<file path="src/rtl/hqm_rcfwl_gclk_mc_sync_pkg.sv">
// Shared types and defaults for the MC sync aligner.
// Optional debug counter: HQM_RCFWL_GCLK_MC_SYNC_DBG_EN.
package hqm_rcfwl_gclk_mc_sync_pkg;

  typedef enum logic [1:0] {
    IDLE   = 2'd0,
    ACQ    = 2'd1,
    LOCKED = 2'd2
  } state_t;

  localparam int DEF_RATIO_W  = 4;
  localparam int DEF_PERIOD_W = 8;
  localparam int DEF_LOCK_CNT = 4;
  localparam int SYNC_DEPTH   = 2;
  localparam int MATCH_W      = 4;

endpackage

</file>
<file path="src/rtl/hqm_rcfwl_gclk_mc_sync_edge.sv">
// Synchronizer for the forwarded PLL sync plus rising-edge detect.
// Optional debug counter: HQM_RCFWL_GCLK_MC_SYNC_DBG_EN (not used here).
module hqm_rcfwl_gclk_mc_sync_edge
  import hqm_rcfwl_gclk_mc_sync_pkg::*;
(
  input  logic clk,
  input  logic rst,
  input  logic din,
  output logic evt
);

  logic [SYNC_DEPTH-1:0] sync_q;
  logic                  last_q;

  always_ff @(posedge clk or posedge rst) begin
    if (rst) begin
      sync_q <= '0;
      last_q <= 1'b0;
      evt    <= 1'b0;
    end else begin
      sync_q <= {sync_q[SYNC_DEPTH-2:0], din};
      last_q <= sync_q[SYNC_DEPTH-1];
      evt    <= sync_q[SYNC_DEPTH-1] & ~last_q;
    end
  end

endmodule

</file>
<file path="src/rtl/hqm_rcfwl_gclk_mc_sync_align.sv">
// MC sync aligner: qualifies sync period, locks, emits aligned clken.
// Optional debug counter: HQM_RCFWL_GCLK_MC_SYNC_DBG_EN.
module hqm_rcfwl_gclk_mc_sync_align
  import hqm_rcfwl_gclk_mc_sync_pkg::*;
#(
  parameter int RATIO_W  = DEF_RATIO_W,
  parameter int PERIOD_W = DEF_PERIOD_W,
  parameter int LOCK_CNT = DEF_LOCK_CNT
) (
  input  logic                clk,
  input  logic                rst,
  input  logic                mc_pll_sync_in,
  input  logic                cfg_en,
  input  logic [PERIOD_W-1:0] cfg_period,
  input  logic [RATIO_W-1:0]  cfg_ratio,
  input  logic                sync_err_clr,
  output logic                mc_clken,
  output logic                mc_sync_pulse,
  output logic                locked,
`ifdef HQM_RCFWL_GCLK_MC_SYNC_DBG_EN
  output logic [7:0]          dbg_lock_loss_cnt,
`endif
  output logic                sync_err
);

  logic                sync_evt;
  state_t              state;
  logic [PERIOD_W-1:0] per_cnt;
  logic [MATCH_W-1:0]  match_cnt;
  logic [MATCH_W-1:0]  match_nxt;
  logic                seeded;
  logic [RATIO_W-1:0]  div_cnt;
  logic [RATIO_W-1:0]  ratio_m1;
  logic                per_match;
  logic                per_miss;
  logic                lose;

  hqm_rcfwl_gclk_mc_sync_edge u_edge (
    .clk (clk),
    .rst (rst),
    .din (mc_pll_sync_in),
    .evt (sync_evt)
  );

  assign ratio_m1  = (cfg_ratio == '0) ? '0 : cfg_ratio - 1'b1;
  assign per_match = (per_cnt == cfg_period);
  assign per_miss  = ({1'b0, per_cnt} ==
                      ({1'b0, cfg_period} + (PERIOD_W+1)'(1)));
  assign lose      = (state == LOCKED) &&
                     (sync_evt ? !per_match : per_miss);
  assign match_nxt = !seeded  ? '0 :
                     per_match ? match_cnt + 1'b1 :
                                 MATCH_W'(1);
  assign mc_clken  = locked && (div_cnt == '0);

  always_ff @(posedge clk or posedge rst) begin
    if (rst) begin
      per_cnt <= '1;
    end else if (sync_evt) begin
      per_cnt <= PERIOD_W'(1);
    end else if (per_cnt != '1) begin
      per_cnt <= per_cnt + 1'b1;
    end
  end

  always_ff @(posedge clk or posedge rst) begin
    if (rst) begin
      state         <= IDLE;
      match_cnt     <= '0;
      seeded        <= 1'b0;
      locked        <= 1'b0;
      div_cnt       <= '0;
      mc_sync_pulse <= 1'b0;
      sync_err      <= 1'b0;
    end else begin
      mc_sync_pulse <= sync_evt & cfg_en & (state != IDLE);
      if (cfg_en && lose) begin
        sync_err <= 1'b1;
      end else if (sync_err_clr) begin
        sync_err <= 1'b0;
      end
      if (!cfg_en) begin
        state     <= IDLE;
        match_cnt <= '0;
        seeded    <= 1'b0;
        locked    <= 1'b0;
        div_cnt   <= '0;
      end else begin
        unique case (state)
          IDLE: begin
            state <= ACQ;
          end
          ACQ: begin
            if (sync_evt) begin
              seeded    <= 1'b1;
              match_cnt <= match_nxt;
              if (match_nxt == MATCH_W'(LOCK_CNT)) begin
                state   <= LOCKED;
                locked  <= 1'b1;
                div_cnt <= '0;
              end
            end
          end
          LOCKED: begin
            if (lose) begin
              state     <= ACQ;
              locked    <= 1'b0;
              match_cnt <= '0;
              div_cnt   <= '0;
            end else if (sync_evt) begin
              div_cnt <= '0;
            end else if (div_cnt == ratio_m1) begin
              div_cnt <= '0;
            end else begin
              div_cnt <= div_cnt + 1'b1;
            end
          end
          default: begin
            state  <= IDLE;
            locked <= 1'b0;
          end
        endcase
      end
    end
  end

`ifdef HQM_RCFWL_GCLK_MC_SYNC_DBG_EN
  always_ff @(posedge clk or posedge rst) begin
    if (rst) begin
      dbg_lock_loss_cnt <= '0;
    end else if (cfg_en && lose && dbg_lock_loss_cnt != 8'hff) begin
      dbg_lock_loss_cnt <= dbg_lock_loss_cnt + 1'b1;
    end
  end
`endif

endmodule

</file>
<file path="config.mk">
export PLATFORM = sky130hd
export DESIGN_NAME = hqm_rcfwl_gclk_mc_sync_align
export DESIGN_NICKNAME = d
export VERILOG_FILES = /design/src/rtl/hqm_rcfwl_gclk_mc_sync_pkg.sv /design/src/rtl/hqm_rcfwl_gclk_mc_sync_edge.sv /design/src/rtl/hqm_rcfwl_gclk_mc_sync_align.sv
export SDC_FILE = /design/constraint.sdc
export NUM_CORES = 1
export LEC_CHECK = 0
export CORE_MARGIN = 1.5
export CORE_UTILIZATION = 35
export DETAILED_ROUTE_END_ITERATION = 8
export SYNTH_ARGS = -nofsm -noshare
export SYNTH_HDL_FRONTEND = slang
export SYNTH_SLANG_ARGS = --single-unit
</file>
<file path="constraint.sdc">
create_clock -name clk -period 1.9 [get_ports clk]
set_clock_uncertainty 0.05 [all_clocks]
set_input_delay 0.475 -clock clk [delete_from_list [all_inputs] [get_ports clk]]
set_output_delay 0.475 -clock clk [all_outputs]
set_load 0.05 [all_outputs]
</file>
==> impl_metrics.tcl <==
set metrics [dict create \
    status "finished, violations left" \
    violations "negative setup slack" \
    route.detailed.drc 0 \
    crit_path_end_kind "flip-flop" \
    die_h_um 73.04 \
    drive_gt1_share_pct 39.45 \
    rows 25 \
    clkLatencyLatePin_ns 0.28 \
    path_clk_slew_ns 0.10 \
    dr_total_vias 1606 \
    ys_ff_latch 26 \
    cpMaxStageDelayCell "dfstp_2" \
    diodes 0 \
    synthArstFlopShare_pct 100.0 \
    synth-edff-count 0 \
    min_period_ns 1.994 \
    min_path_type "flip-flop to flip-flop" \
    antenna_found_initial 0 \
    report.final.slew_viol_count 0 \
    dpl.cell_count 311 \
    place_congestion 0.8608 \
    top_layer "met4" \
    clock_sinks 26 \
    cts-root-buf "clkbuf_8" \
    critPathMaxFanout 6 \
    p_total_mw 1.617 \
    max_freq_mhz 501.4 \
    layout_commonest_cell "buf_4" \
    hpwl_mm 3.019 \
    fin_crit_sh_pct 105.0 \
    io_buffers 20 \
    start_util_pct 36.34 \
    yosysWarnings 0 \
    numCtsBuffers 3 \
    die_area_um2 5334 \
    hold_depth 0 \
    ioPinCount 21 \
    layout_common_cells "buf_4 (47), nand2_1 (17), dfrtp_1 (16), nor2_1 (12), nor2b_1 (9)" \
    timing.final.ws_setup_ns -0.09444 \
    vias_per_cell 4.972 \
    reg2reg_depth 7 \
    holdBufCountCts 0 \
    track_usage_pct 16.15 \
    setup_viol_count_final 9 \
    cp.arrival_ns 2.11 \
    synth_ff_type "dfrtp_1" \
    ir_worst_vdd_v 0.0005233 \
    rsz0062_at_grt "yes" \
    grt_pass1_vias 1434 \
    p_leak_nw 1.112 \
    cts_tree "yes" \
    clockBufferDepth 2 \
    critPathKind "flip-flop to flip-flop" \
    hold_viol_final 0 \
    syn_inst 190 \
    fin_util_pct 54.44 \
    power_density_nw_per_um2 628.8 \
    die_x_um 73.04 \
    ys_seq_area_share_pct 38.48 \
    core_um2 4723 \
    netlist_area_um2 1717 \
    wl_mm 4.127 \
    ant_nets 0 \
    globalRoute.totalOverflow 0 \
    slowest_delay_ns 0.61 \
    timing.hold.ws_ns 0.3053 \
    worstPathRequired_ns 2.01 \
    wire_per_inst_um 12.78 \
    ys_types 47 \
    grt_pass1_wl_mm 6.768 \
    wl_met2_mm 1.917 \
    fin_nets 279 \
    htreeDepth 1 \
    grt_start_max_net_pins 27 \
    synth_nets 212 \
    instances_no_fill 323 \
    drtIter0Drc 40 \
    slew_headroom_pct 75.47 \
    cap_violations 0 \
    worstMarginPinSlew_ns 0.3663 \
    wl_met3_um 97 \
    met1_length_mm 2.045 \
    worst_setup_path_start_kind "flip-flop" \
    syn_area_per_cell_um2 9.035 \
    drt_pass1_iterations 4 \
    crit_chain "nor2b_1 -> o211ai_1 -> nor3b_4 -> buf_4 -> or4_4 -> nand3_4 -> o311ai_1" \
    area_growth_syn_to_layout_pct 49.78 \
]
-- final cells by class --
type | instances | area [um2]
Multi-Input combinational cell | 152 | 1200
Timing Repair Buffer | 66 | 523.0
Inverter | 8 | 30.03
Clock buffer | 3 | 41.29
Sequential cell | 26 | 663.1
Tap cell | 67 | 83.83
Clock inverter | 1 | 30.03
Fill cell | 418 | 2152
-- metrics by stage --
step                      setup slack [ns]  setup TNS [ns]  cell area (um2)
after global routing               -0.1665          -1.459             2571
after floorplan                    -0.1500         -0.9510             1757
after CTS                         -0.09098         -0.5025             2454
after global placement             -0.8028          -8.665             2311
after detailed placement           -0.7951          -8.906             2311
final                             -0.09444         -0.5234             2571
-- cell usage after synthesis, types with 4 or more instances --
cell type  instances  area (um2)
a21oi_1            8       40.04
nand4_1            5       31.28
ha_1               5       62.56
nand2_1           17       63.81
dfstp_2            8       210.2
nor2b_1            9       56.30
nand3_1           12       60.06
nor3_1             5       25.02
xnor2_1           11       96.34
inv_1              8       30.03
and3_1             4       25.02
xor2_1             7       61.31
o21ai_0            8       40.04
dfrtp_1           18       450.4
nor2_1            12       45.04
nand2b_1           5       31.28
-- report_power, final --
part | switching (mW) | internal, mW | leakage, nW | total (mW)
sequential | 0.0528 | 0.619 | 0.320 | 0.672
clock | 0.187 | 0.282 | 0.0357 | 0.470
combinational | 0.227 | 0.248 | 0.756 | 0.475
-- cells by family (layout without fill, tap and decap cells) --
logic type                 Yosys count  count (layout)  synth area share (%)
and+or+nand+nor                     86              86                 27.11
AOI/OAI and AO/OA                   41              41                 17.64
DFF                                 26              26                 38.48
xor gates and xnor gates            18              18                 9.184
buffers and inverters               12              78                 2.770
adders and majority gates            5               5                 3.644
muxes                                2               2                 1.166
-- worst paths after layout --
| kind | from | to | slack, ns |
|---|---|---|---|
| min reg2reg | u_edge.sync_q[0] | u_edge.sync_q[1] | 0.31 |
| min | u_edge.sync_q[0] | u_edge.sync_q[1] | 0.31 |
| max in group asynchronous | rst | per_cnt[2] | 1.00 |
| min in group asynchronous | rst | div_cnt[2] | 0.50 |
| max | per_cnt[6] | div_cnt[2] | -0.09 |
| max reg2reg | per_cnt[6] | div_cnt[2] | -0.09 |
-- worst max-delay path, delay by kind of cell (launching register included) --
kind,cells,cell delay (ns)
AOI/OAI and AO/OA,2,0.17
buffers and inverters,1,0.13
DFF,1,0.61
and+or+nand+nor,4,0.91
-- flip-flops by register name (all words and copies together), names as in the netlist, 2 cells and up --
name and cells:
div_cnt 4, match_cnt 4, per_cnt 8, state 2, u_edge.sync_q 2
-- layer usage --
metal  vias up  global-route usage (%)
li1        817                       -
met1       762                   23.24
met2        21                   25.45
met3         6                   1.657
met4         0                   5.031
met5         -                       0
-- what timing repair did --
| action | CTS | global route |
|---|---|---|
| gates cloned | 0 | 0 |
| gates resized for setup | 43 | 15 |
| endpoints found under the setup margin | 13 | 13 |
| hold endpoints to repair | 0 | 0 |
| pin swaps | 17 | 9 |
| buffers inserted | 3 | 5 |
Power figures use the tool's default switching activity.
